**src/rtl/iir_pkg.sv**
```systemverilog
// Shared definitions for the biquad IIR filter and its SPI coefficient loader.
package iir_pkg;
  localparam int unsigned COEFF_W    = 16;
  localparam int unsigned NUM_COEFFS = 5;
  localparam int unsigned FRAME_BITS = COEFF_W * NUM_COEFFS;

  typedef logic signed [COEFF_W-1:0] coeff_t;

  localparam coeff_t Q2_14_ONE = 16'sh4000;

  typedef struct packed {
    coeff_t b0;
    coeff_t b1;
    coeff_t b2;
    coeff_t a1;
    coeff_t a2;
  } coeff_set_t;

  // Pass-through filter: b0 = 1.0, everything else zero.
  localparam coeff_set_t UNITY_SET = '{b0: Q2_14_ONE, b1: '0, b2: '0, a1: '0, a2: '0};

  typedef enum logic [1:0] {
    ST_IDLE,
    ST_RECV,
    ST_CHECK
  } loader_state_t;
endpackage

```
**src/rtl/sync_2ff.sv**
```systemverilog
// Single-bit two-flop synchroniser with asynchronous active-low reset.
module sync_2ff #(
  parameter logic RST_VAL = 1'b0
) (
  input  logic clk,
  input  logic reset,
  input  logic d,
  output logic q
);
  logic meta;

  always_ff @(posedge clk or negedge reset) begin
    if (!reset) begin
      meta <= RST_VAL;
      q    <= RST_VAL;
    end else begin
      meta <= d;
      q    <= meta;
    end
  end
endmodule

```
**src/rtl/spi_coeff_loader.sv**
```systemverilog
// SPI target receiving five-word biquad coefficient frames; validated frames are
// staged in a shadow set and committed atomically on the next sample tick.
module spi_coeff_loader
  import iir_pkg::*;
#(
  parameter int unsigned FRAME_WORDS = NUM_COEFFS,
  parameter int unsigned COEFF_W     = iir_pkg::COEFF_W
) (
  input  logic                      clk,
  input  logic                      reset,
  input  logic                      sck,
  input  logic                      cs_n,
  input  logic                      mosi,
  input  logic                      sample_tick,
  output logic signed [COEFF_W-1:0] b0,
  output logic signed [COEFF_W-1:0] b1,
  output logic signed [COEFF_W-1:0] b2,
  output logic signed [COEFF_W-1:0] a1,
  output logic signed [COEFF_W-1:0] a2,
  output logic                      coeff_updated,
  output logic                      frame_error,
  output logic                      pending
);
  localparam logic [6:0] FULL_CNT = 7'(FRAME_WORDS * COEFF_W);
  localparam logic [6:0] SAT_CNT  = 7'(FRAME_WORDS * COEFF_W + 1);

  logic sck_s, cs_s, mosi_s;
  logic sck_d, cs_d;
  logic sck_rise, cs_rise, cs_fall;
  logic armed;
  logic [1:0] settle;
  logic [6:0] bit_cnt;
  logic [FRAME_BITS-1:0] rx;
  loader_state_t state;
  coeff_set_t shadow, active;

  sync_2ff #(.RST_VAL(1'b0)) u_sync_sck  (.clk(clk), .reset(reset), .d(sck),  .q(sck_s));
  sync_2ff #(.RST_VAL(1'b1)) u_sync_cs   (.clk(clk), .reset(reset), .d(cs_n), .q(cs_s));
  sync_2ff #(.RST_VAL(1'b0)) u_sync_mosi (.clk(clk), .reset(reset), .d(mosi), .q(mosi_s));

  // A frame already in progress at reset release must be ignored, so a falling
  // edge only counts once cs_n has been genuinely observed high after the
  // synchroniser has flushed its reset value.
  assign sck_rise = sck_s & ~sck_d;
  assign cs_rise  = cs_s & ~cs_d;
  assign cs_fall  = armed & cs_d & ~cs_s;

  always_ff @(posedge clk or negedge reset) begin
    if (!reset) begin
      state         <= ST_IDLE;
      bit_cnt       <= '0;
      rx            <= '0;
      sck_d         <= 1'b0;
      cs_d          <= 1'b1;
      armed         <= 1'b0;
      settle        <= '0;
      shadow        <= UNITY_SET;
      active        <= UNITY_SET;
      pending       <= 1'b0;
      coeff_updated <= 1'b0;
      frame_error   <= 1'b0;
    end else begin
      sck_d         <= sck_s;
      cs_d          <= cs_s;
      coeff_updated <= 1'b0;
      frame_error   <= 1'b0;

      if (settle != 2'd3) settle <= settle + 2'd1;
      else if (cs_s)      armed  <= 1'b1;

      // Commit precedes the shadow load so a same-cycle CHECK keeps pending set
      // and the commit takes the previous shadow.
      if (sample_tick && pending) begin
        active        <= shadow;
        pending       <= 1'b0;
        coeff_updated <= 1'b1;
      end

      case (state)
        ST_IDLE: begin
          if (cs_fall) begin
            state   <= ST_RECV;
            bit_cnt <= '0;
          end
        end
        ST_RECV: begin
          if (cs_rise) begin
            state <= ST_CHECK;
          end else if (sck_rise) begin
            rx <= {rx[FRAME_BITS-2:0], mosi_s};
            if (bit_cnt != SAT_CNT) bit_cnt <= bit_cnt + 7'd1;
          end
        end
        ST_CHECK: begin
          state <= ST_IDLE;
          if (bit_cnt == FULL_CNT) begin
            shadow  <= coeff_set_t'(rx);
            pending <= 1'b1;
          end else begin
            frame_error <= 1'b1;
          end
        end
        default: state <= ST_IDLE;
      endcase
    end
  end

  assign b0 = active.b0;
  assign b1 = active.b1;
  assign b2 = active.b2;
  assign a1 = active.a1;
  assign a2 = active.a2;
endmodule

```
**config.mk**
```make
export PLATFORM = sky130hd
export DESIGN_NAME = spi_coeff_loader
export DESIGN_NICKNAME = d
export VERILOG_FILES = /design/src/rtl/iir_pkg.sv /design/src/rtl/sync_2ff.sv /design/src/rtl/spi_coeff_loader.sv
export SDC_FILE = /design/constraint.sdc
export NUM_CORES = 1
export LEC_CHECK = 0
export BUFFER_PORTS_ARGS = -buffer_cell sky130_fd_sc_hd__buf_2
export CAP_MARGIN = 25
export CORE_ASPECT_RATIO = 0.75
export CORE_MARGIN = 2
export CORE_UTILIZATION = 58
export DETAILED_ROUTE_END_ITERATION = 16
export PLACE_DENSITY = 0.85
export SYNTH_ARGS = -nofsm -noshare
export SYNTH_HDL_FRONTEND = slang
export SYNTH_HIERARCHICAL = 1
export SYNTH_SLANG_ARGS = --single-unit
```
**constraint.sdc**
```tcl
create_clock -name clk -period 4.05 [get_ports clk]
set_clock_uncertainty 0.05 [all_clocks]
set_input_delay 0.405 -clock clk [delete_from_list [all_inputs] [get_ports clk]]
set_output_delay 0.405 -clock clk [all_outputs]
set_load 0.02 [all_outputs]
```
# == Word level (Yosys, flattened, before mapping) ==
# Cells that the tools add are included.
# word_totals
elab_cells,69
out_inout_bits,83
register_bits,263
# classes
reduce_logical,8
n_addsub,2
bitwise_logic,9
n_eq_ne,10
muxes,14
# ops
cell,count
$mux 7,4
$pmux 7 s2,1
$ne 2x2->1 const B,6
$add 7x1->7 const B,1
$eq 7x7->1 const B,1
$ne 7x7->1 const B,1
$mux 1,6
$reduce_and 2->1,3
$not 1->1,5
$reduce_and 5->1,1
$and 1x1->1,4
$mux 2,2
$pmux 2 s2,1
$reduce_and 3->1,1
$add 2x1->2 const B,1
$eq 2x1->1 const B,1
$eq 2x2->1 const B,1
$logic_not 2->1,1
$reduce_bool 2->1,1
$logic_and 1x1->1,1

# == Longest topological paths before layout ==
# Gate-level depths: netlist of run 1.
# depth
depth_word,5
mapped_depth,6
ltp_nobuf,5

# == Hierarchy ==
# Netlist of run 1, hierarchy kept.
# modules_own_cells
mod,seq_area_each_um2,area_each_um2,instances,cells_per_inst
spi_coeff_loader,6434.9,10136.0,1,749
sync_2ff (u_sync_mosi ...),50.0,50.0,2,2
sync_2ff (u_sync_cs),52.6,52.6,1,2

# == Worst setup path after synthesis of run 1 ==
# Ideal clock, no wire load.
# synth_path
path_type,reg2reg
start,register bit_cnt[3]
end,register shadow[0] in the netlist's numbering
setup_slack_ns,2.335
stages_incl_launch_ff,7
t_arrival_ns,1.540
path_buffers,2
required_time_ns,3.875
cell_sequence,dfrtp_1 > nor2_2 > and3_1 > and4b_4 > buf_12 > buf_12 > mux2_4
# synth_via
elab_chain_len,2
# synth_rtl
item,line,rtl
start: declaration,spi_coeff_loader.sv:32,logic [6:0] bit_cnt;
start signal: assignment,spi_coeff_loader.sv:91,if (bit_cnt != SAT_CNT) bit_cnt <= bit_cnt + 7'd1;
$eq 7x7->1,spi_coeff_loader.sv:96,if (bit_cnt == FULL_CNT) begin
$reduce_and 2->1 (no line),n/a,
end signal: assignment,spi_coeff_loader.sv:97,shadow <= coeff_set_t'(rx);
end: declaration,spi_coeff_loader.sv:35,"coeff_set_t shadow, active;"
# Every way passes these cells.
# A chain may end at the register's enable or synchronous reset.

# == Final worst setup path of run 1 ==
# layout_path
start,register bit_cnt[3]
end,register shadow[15] in the netlist's numbering
# Same word-level chain as after synthesis.

==> results of run 1 <==
==> synth_stat cells (all sizes together), types with 2 or more instances <==
| cell type | count | share of area |
|---|---|---|
| nor2b | 2 | 0.0019 |
| nand3 | 7 | 0.0034 |
| ha | 4 | 0.0049 |
| inv | 4 | 0.0015 |
| clkbuf | 11 | 0.0040 |
| nor2 | 2 | 0.00097 |
| dfstp | 5 | 0.013 |
| a21oi | 2 | 0.00097 |
| nand2b | 4 | 0.0024 |
| nand2 | 244 | 0.089 |
| and4b | 2 | 0.0023 |
| buf | 24 | 0.025 |
| mux2 | 162 | 0.21 |
| and3 | 2 | 0.0012 |
| a21o | 4 | 0.0030 |
| dfrtp | 258 | 0.63 |
==> power breakdown <==
part	total (mW)	internal (mW)	leakage, nW	switching, mW
registers	2.69	2.66	3.62	0.0322
logic	0.148	0.0384	2.38	0.109
clock network	2.43	1.48	0.429	0.944
==> critical path: cells and delay by family, from the launching register on <==
family | cells | cell delay [ns]
simple gates | 3 | 0.88
flops | 1 | 0.45
buf+inv | 1 | 0.41
mux | 1 | 0.38
==> per-stage QoR <==
step / setup WS, ns / instance area (um2)
floorplan: 2.335 / 10290
global placement: 1.834 / 10860
detailed placement: 1.796 / 10860
CTS: 1.759 / 11760
global route: 1.589 / 11760
finish: 1.766 / 11760
==> metal layers <==
| metal | wire, um | vias to the layer above | GRT usage |
|---|---|---|---|
| met5 | 0 | - | 0 |
| met4 | 333 | 0 | 0.03864 |
| met3 | 790 | 28 | 0.03020 |
| met2 | 8762 | 131 | 0.3269 |
| met1 | 8551 | 2992 | 0.3058 |
| li1 | - | 2687 | - |
==> final cells by class <==
class / count / area [um2] / share of cell area
Clock buffer: 31 / 668.1 / 0.05683
Tap cell: 242 / 302.8 / 0.02575
Inverter: 4 / 15.01 / 0.001277
Clock inverter: 13 / 190.2 / 0.01618
Multi-Input combinational cell: 453 / 3401 / 0.2892
Timing Repair Buffer: 104 / 593.1 / 0.05044
Sequential cell: 263 / 6588 / 0.5603
==> state kept, by name, indices dropped and copies added, names as in the netlist, 2 cells and up <==
| name | count |
|---|---|
| b2 | 16 |
| a2 | 16 |
| settle | 2 |
| b1 | 16 |
| state | 2 |
| rx | 80 |
| b0 | 16 |
| a1 | 16 |
| bit_cnt | 7 |
| shadow | 80 |
==> cell families after synthesis <==
family | Yosys count | share of synthesized area
muxes | 162 | 0.2061
and+or+nand+nor | 273 | 0.1082
AOI/OAI and AO/OA | 12 | 0.008513
buffers and inverters | 39 | 0.03028
DFF | 263 | 0.6403
adders and majority gates | 4 | 0.004865
xor gates and xnor gates | 2 | 0.001703
==> worst paths after layout <==
| check | startpoint | endpoint | slack (ns) | cells past startpoint |
|---|---|---|---|---|
| worst max register to register | bit_cnt[3] | shadow[15] | 1.77 | 5 |
| worst min-delay path | sample_tick | pending | 0.15 | 3 |
| max in group asynchronous | reset | b0[2] | 2.46 | 3 |
| min in group asynchronous | reset | a1[12] | 0.51 | 2 |
| worst max-delay path | bit_cnt[3] | shadow[15] | 1.77 | 5 |
| worst min register to register | u_sync_mosi/meta | u_sync_mosi/q | 0.30 | 0 |
==> impl_metrics.py, run 1 <==
metrics = {
    "routing": {
        "via_per_inst": 5.259,
        "avgRoutedWirePerCell_um": 16.61,
        "drt-initial-drc-count": 381,
        "drcViolationCount": 0,
        "dr_total_vias": 5838,
        "drt_pass1_iterations": 4,
        "drt-total-wl_um": 18440,
        "ant_nets": 0,
    },
    "cts": {
        "post_cts_buffers": 0,
        "cts_root_buf": "clkbuf_16",
        "cts.sinks": 263,
        "cts_tree": "yes",
        "cts_buffer_depth": 3,
        "clk-insertion-delay-late_ns": 0.51,
        "cts_buffers": 24,
        "htreeDepth": 1,
        "clk_pin_slew_ns": 0.07,
        "ctsHoldBuffers": 4,
        "cts.repair.resized": 0,
    },
    "pwr": {
        "max-vdd-ir-drop_v": 0.0002269,
        "p_leak_nw": 6.434,
        "power_mw": 5.271,
        "powerDensity_nw_per_um2": 448.3,
    },
    "sta": {
        "fmax_mhz": 437.7,
        "final.setup.tns_ns": 0,
        "fin_crit_sh": 0.5641,
        "rsz0062_at_grt": "no",
        "worst_pin_slew_ns": 0.8779,
        "period_needed_ns": 2.284,
        "maxSlewViolCount": 0,
        "hold_violations": 0,
        "timing.hold.ws_ns": 0.1495,
        "setup_viol": 0,
        "slew_headroom": 0.4147,
    },
    "placement": {
        "gp_congestion": 0.8080,
        "port_buffers": 88,
        "dpl.hpwl_um": 11200,
        "dp_cells": 1062,
    },
    "yosys": {
        "async_reset_ff_frac": 1.000,
        "synth_warnings": 6,
        "synthFlopType": "dfrtp_1",
        "synth_area_um2": 10290,
        "ys_seq_elements": 263,
        "synth-edff-count": 0,
        "synthesis.nets": 765,
        "synth_cell_types": 40,
        "syn_inst": 755,
        "synth_seq_area_share": 0.6403,
        "synth_area_per_cell_um2": 13.63,
    },
    "worst_setup_path": {
        "cp-end-kind": "flop",
        "path_cells": "nor2_2, and3_1, and4b_4, buf_4, mux2_2",
        "cp_data_required_time_ns": 4.39,
        "critPathKind": "flop to flop",
        "crit_arrival_ns": 2.62,
        "crit_fanout": 18,
        "critPathMaxStageDelay_ns": 0.51,
        "cp-start-kind": "flop",
        "cpMaxStageDelayCell": "and4b_4",
    },
    "global_route": {
        "grt_pass1_wl_um": 31020,
        "antenna_found_initial": 0,
        "grt_pass1_vias": 5993,
        "gr-total-overflow": 0,
        "gr-usage-all-layers": 0.2051,
        "grt_max_degree": 123,
    },
    "cells_and_area": {
        "final_nets": 860,
        "nFillCells": 1232,
        "final_layout_size_suffix_gt1_frac": 0.3629,
        "diodes": 0,
        "final_cells": 1110,
        "fin_util": 0.6719,
        "synthToLayoutAreaGrowth_pct": 14.28,
        "final_common_cell": "dfrtp_1",
        "layout_common_cells": "dfrtp_1 (258), nand2_1 (243), buf_2 (87), mux2_2 (83), mux2_4 (79)",
    },
    "hold_path": {
        "min_path_type": "input port to flop",
    },
    "floorplanning": {
        "die_w_um": 157.8,
        "core_um2": 17500,
        "num_rows": 42,
        "num_io_pins": 89,
        "die-area_um2": 18830,
        "die_y_um": 119.3,
        "start_util": 0.5879,
    },
    "outcome": {
        "status": "completed",
    },
    "flow_run": {
        "cap_viol_max_count": 0,
    },
}
No activity file was read; power rests on OpenSTA's default activity.
==> run 2, diff against run 1 <==
==> constraint.sdc (replaced) <==
create_clock -name clk -period 2.2 [get_ports clk]
set_clock_uncertainty 0.05 [all_clocks]
set_input_delay 0.22 -clock clk [delete_from_list [all_inputs] [get_ports clk]]
set_output_delay 0.22 -clock clk [all_outputs]
set_load 0.02 [all_outputs]
==> impl_metrics.py, run 2 (synthesis gave the netlist of run 1 again) <==
metrics = {
    "worst_setup_path": {
        "cp-end-kind": "flop",
        "r2r_start": "state[1]",
        "r2r_cells": 6,
        "cp-start-kind": "flop",
        "cp_data_required_time_ns": 2.54,
        "critPathKind": "flop to flop",
        "crit_start": "state[1]",
        "crit_fanout": 24,
        "crit_arrival_ns": 2.31,
    },
    "routing": {
        "drt_pass1_iterations": 4,
        "dr_total_vias": 5728,
        "ant_nets": 0,
        "drcViolationCount": 0,
        "avgRoutedWirePerCell_um": 16.06,
        "drt-total-wl_um": 17940,
        "drt-initial-drc-count": 339,
        "via_per_inst": 5.128,
    },
    "cells_and_area": {
        "diodes": 0,
        "layout_common_cells": "dfrtp_1 (258), nand2_1 (243), buf_2 (87), mux2_2 (83), mux2_4 (79)",
        "final_layout_size_suffix_gt1_frac": 0.3623,
        "fin_util": 0.6746,
        "final_cells": 1117,
        "reg_top3": "rx: 80 flops, shadow: 80 flops",
        "stdcell_area_um2": 11810,
        "final_nets": 869,
        "synthToLayoutAreaGrowth_pct": 14.74,
        "final_common_cell": "dfrtp_1",
    },
    "cts": {
        "htreeDepth": 1,
        "cts_root_buf": "clkbuf_16",
        "clk-insertion-delay-late_ns": 0.51,
        "cts_buffers": 24,
        "cts.sinks": 263,
        "cts_buffer_depth": 3,
        "clk_pin_slew_ns": 0.07,
        "post_cts_buffers": 0,
        "cts_tree": "yes",
    },
    "flow_run": {
        "cap_viol_max_count": 0,
    },
    "sta": {
        "slew_headroom": 0.6330,
        "hold_violations": 0,
        "period_needed_ns": 1.970,
        "maxSlewViolCount": 0,
        "rsz0062_at_grt": "no",
        "fin_crit_sh": 0.8956,
        "timing.hold.ws_ns": 0.2220,
        "final.setup.tns_ns": 0,
        "setup_viol": 0,
        "worst_slack_ns": 0.2297,
        "worst_pin_slew_ns": 0.5505,
        "fmax_mhz": 507.5,
    },
    "placement": {
        "pre_cts_ws_ns": 0.3218,
        "dp_cells": 1070,
        "port_buffers": 88,
        "dpl.hpwl_um": 11390,
        "dpl_cell_area_um2": 11020,
        "gp_congestion": 0.7545,
    },
    "global_route": {
        "gr-total-overflow": 0,
        "grt_max_degree": 71,
        "grt_pass1_wl_um": 29890,
        "gr-usage-all-layers": 0.1984,
        "antenna_found_initial": 0,
        "grt_pass1_vias": 5698,
    },
    "outcome": {
        "status": "completed",
    },
    "floorplanning": {
        "core_um2": 17500,
        "num_rows": 42,
        "die_y_um": 119.3,
        "die-area_um2": 18830,
        "num_io_pins": 89,
        "die_w_um": 157.8,
        "start_util": 0.5879,
    },
    "hold_path": {
        "min_path_type": "input port to async pin",
    },
    "pwr": {
        "power_mw": 9.160,
        "max-vdd-ir-drop_v": 0.0005208,
        "p_leak_nw": 6.449,
        "powerDensity_nw_per_um2": 775.9,
    },
}
-- run 2: cell count changes in the layout (fill, tap and decap cells not counted), sizes merged --
cell	change
dlygate4sd3	+1
buf	+8
clkinv	-3
bufinv	-5
clkbuf	+6
-- run 2: worst paths after layout --
kind | slack (ns) | endpoint
hold / removal | 0.22 | a1[11]
setup reg to reg | 0.23 | rx[32]
setup / recovery | 0.23 | rx[32]
min in group clk | 0.30 | u_sync_mosi/q
max in group asynchronous | 1.14 | b0[0]
hold reg to reg | 0.30 | u_sync_mosi/q
-- run 2: worst max-delay path, stage by stage (launching register included) --
cell	delay (ns)
dfrtp_1	0.43
nor2b_1	0.29
nand4b_1	0.36
buf_4	0.31
buf_4	0.22
nand2_1	0.10
nand2_1	0.07
-- run 2: area by class of cell --
type	count	area (um2)
sequential	263	6588
fill	1210	5694
multi-input combinational	453	3401
timing repair buffer	113	763.2
clock buffer	37	710.7
tap	242	302.8
clock inverter	5	25.02
inverter	4	15.01
-- run 2: what timing repair did --
item                                    CTS  global route
hold endpoints to repair                 66             0
hold buffers                              5             0
gates resized for setup                   0             0
endpoints found under the setup margin    0             0
-- run 2: per-layer routing --
| metal | up-vias | track usage | share of wire |
|---|---|---|---|
| met5 | - | 0 | 0 |
| met4 | 0 | 0.04148 | 0.018 |
| met3 | 33 | 0.03202 | 0.032 |
| met2 | 99 | 0.3054 | 0.46 |
| met1 | 2892 | 0.3019 | 0.49 |
| li1 | 2704 | - | - |
-- run 2: power breakdown --
group | leakage [nW] | internal (mW) | total [mW] | switching (mW)
clock network | 0.366 | 2.22 | 3.91 | 1.69
registers | 3.62 | 4.90 | 4.96 | 0.0556
logic | 2.46 | 0.0895 | 0.297 | 0.207
total | 6.45 | 7.21 | 9.16 | 1.95
==> run 3, diff against run 2 <==
--- a/config.mk
+++ b/config.mk
@@ -14,5 +14,4 @@
 export PLACE_DENSITY = 0.85
 export SYNTH_ARGS = -nofsm -noshare
 export SYNTH_HDL_FRONTEND = slang
-export SYNTH_HIERARCHICAL = 1
 export SYNTH_SLANG_ARGS = --single-unit
==> impl_metrics.py, run 3 <==
metrics = {
    "outcome": {
        "status": "completed",
    },
    "cts": {
        "cts_buffers": 25,
        "cts_tree": "yes",
        "cts_root_buf": "clkbuf_16",
        "cts_buffer_depth": 3,
        "cts.sinks": 263,
        "post_cts_buffers": 0,
        "htreeDepth": 1,
        "clk-insertion-delay-late_ns": 0.51,
        "clk_pin_slew_ns": 0.06,
    },
    "worst_setup_path": {
        "crit_fanout": 14,
        "cp_data_required_time_ns": 2.54,
        "cp-end-kind": "flop",
        "critPathKind": "flop to flop",
        "r2r_cells": 6,
        "crit_arrival_ns": 2.42,
        "rrSetupSlack_ns": 0.11,
        "cp-start-kind": "flop",
    },
    "floorplanning": {
        "num_rows": 42,
        "die_w_um": 157.5,
        "core_um2": 17500,
        "num_io_pins": 89,
        "die_y_um": 119.1,
        "die-area_um2": 18760,
        "start_util": 0.5857,
    },
    "global_route": {
        "busiest_layer": "met2",
        "grt_pass1_vias": 5927,
        "grt_pass1_wl_um": 30330,
        "global_route.usage.met2": 0.3229,
        "gr-usage-met3": 0.03603,
        "gr-usage-all-layers": 0.2032,
        "gr-total-overflow": 0,
        "grt_max_degree": 59,
        "gr-usage-met1": 0.2963,
        "antenna_found_initial": 0,
    },
    "routing": {
        "drt-total-wl_um": 18020,
        "dr_total_vias": 5767,
        "drt-initial-drc-count": 359,
        "via_per_inst": 5.177,
        "avgRoutedWirePerCell_um": 16.18,
        "drcViolationCount": 0,
        "ant_nets": 0,
        "drt_pass1_iterations": 4,
    },
    "sta": {
        "setup_viol": 0,
        "worst_pin_slew_ns": 0.5446,
        "period_needed_ns": 2.085,
        "fmax_mhz": 479.5,
        "maxSlewViolCount": 0,
        "worst_slack_ns": 0.1146,
        "slew_headroom": 0.6369,
        "fin_crit_sh": 0.9479,
        "final.setup.tns_ns": 0,
        "hold_violations": 0,
        "rsz0062_at_grt": "no",
    },
    "yosys": {
        "synthesis.nets": 760,
        "synth_warnings": 0,
        "synth_top_area_cell": "dfrtp_1",
        "synth-edff-count": 0,
        "yosysMostFrequentCell": "dfrtp_1",
        "syn_inst": 750,
        "synthFlopType": "dfrtp_1",
        "synth_area_leaders": "dfrtp_1 (63%), mux2_4 (12%), mux2_2 (9.1%)",
        "async_reset_ff_frac": 1.000,
        "synth_cell_types": 30,
        "yosys-top-cells-count": "dfrtp_1 (258), nand2_1 (244), mux2_2 (83), mux2_4 (79), clkbuf_1 (18)",
        "synth_area_per_cell_um2": 13.66,
        "synth_area_um2": 10250,
        "synth_seq_area_share": 0.6428,
        "synth.top_cell.area_share": 0.6300,
        "ys_seq_elements": 263,
    },
    "placement": {
        "pre_cts_ws_ns": 0.1451,
        "dp_cells": 1067,
        "port_buffers": 88,
        "dpl.hpwl_um": 11540,
        "gp_congestion": 0.8013,
    },
    "pwr": {
        "p_switching_mw": 1.980,
        "powerDensity_nw_per_um2": 796.5,
        "p_seq_frac": 0.521,
        "switching_share": 0.2081,
        "max-vdd-ir-drop_v": 0.0006197,
        "internal-power_mw": 7.536,
        "pwr-share-comb": 0.031,
        "pwr-share-clk": 0.448,
        "p_leak_nw": 6.517,
    },
    "cells_and_area": {
        "regArea_um2": 6588,
        "final_nets": 867,
        "nFillCells": 1243,
        "synthToLayoutAreaGrowth_pct": 16.58,
        "final_common_cell": "dfrtp_1",
        "layout_common_cells": "dfrtp_1 (258), nand2_1 (242), buf_2 (87), mux2_2 (83), mux2_4 (79)",
        "diodes": 0,
        "multi_input_area_um2": 3381,
        "reg_top3": "rx: 80 flops, shadow: 80 flops",
        "final_layout_size_suffix_gt1_frac": 0.3693,
        "final_cells": 1114,
    },
    "hold_path": {
        "min_path_type": "input port to async pin",
    },
    "flow_run": {
        "cap_viol_max_count": 0,
    },
}
[run 3: changes by cell type in the layout (fill, tap and decap cells not counted), sizes merged, moves of 2 or more]
cell,delta
nand2b,-3
a21o,-2
and3,+2
and4b,-2
buf,+2
bufinv,+2
clkinv,-2
nand3,-2
nor2b,-2
nor3b,+2
nor4b,+2
xnor2,+2
[run 3: critical path, stage by stage (launching register included)]
cell	delay, ns
dfrtp_1	0.44
nor4b_2	0.34
and3_1	0.24
and3b_4	0.22
buf_12	0.17
buf_12	0.18
mux2_4	0.31
[run 3: worst paths after layout]
path / from / endpoint
hold reg to reg: u_sync_mosi.meta / u_sync_mosi.q
setup / recovery: bit_cnt[3] / shadow[53]
min in group clk: u_sync_mosi.meta / u_sync_mosi.q
setup reg to reg: bit_cnt[3] / shadow[53]
max in group asynchronous: reset / b0[14]
hold / removal: reset / a2[9]
[run 3: power by group through the flow]
| stage | logic (mW) | registers (mW) | clock network [mW] |
|---|---|---|---|
| global route | 0.337 | 4.97 | 4.55 |
| finish | 0.291 | 4.96 | 4.26 |
| CTS | 0.301 | 4.96 | 4.37 |
| detailed placement | 0.292 | 5.05 | 0 |
| global placement | 0.280 | 5.04 | 0 |
| floorplan | 0.119 | 5.04 | 0 |
[run 3: layout make-up]
| class | count | share of cell area |
|---|---|---|
| clock buffers | 36 | 0.06168 |
| clock inverters | 6 | 0.007016 |
| inverters | 4 | 0.001257 |
| multi-input cells | 448 | 0.2830 |
| flip-flops and latches | 263 | 0.5514 |
| well taps | 242 | 0.02534 |
| repair buffers | 115 | 0.07037 |
[run 3: per-stage QoR]
stage	utilization	hold WS, ns	power (mW)	instance area, um2
3_5_place_dp	0.6328	0.1247	5.341	11070
3_3_place_gp	0.6328	0.1241	5.324	11070
4_1_cts	0.6826	0.1763	9.633	11950
6_report	0.6828	0.1780	9.516	11950
5_1_grt	0.6828	0.1975	9.851	11950
2_1_floorplan	-	-0.1256	5.154	10250
[run 3: metal layers]
metal | part of all wire | vias to the layer above
met5 | 0 | -
met4 | 0.017 | 0
met3 | 0.040 | 30
met2 | 0.48 | 116
met1 | 0.46 | 2947
li1 | - | 2674
[run 3: kinds of logic (layout without fill, tap and decap cells)]
kind of cell	count (synthesis)	in the layout	synth area share
fa+ha+maj	4	4	0.004884
flops	263	263	0.6428
compound gates	10	10	0.007692
mux	162	162	0.2069
xor+xnor	3	3	0.002564
simple gates	269	269	0.1056
buf+inv	39	161	0.02954
[run 3: repair_timing]
| action | 4_1_cts | 5_1_grt |
|---|---|---|
| resized for setup | 0 | 1 |
| endpoints found under the hold margin | 181 | 0 |
| hold buffers | 5 | 0 |
| endpoints found under the setup margin | 0 | 3 |
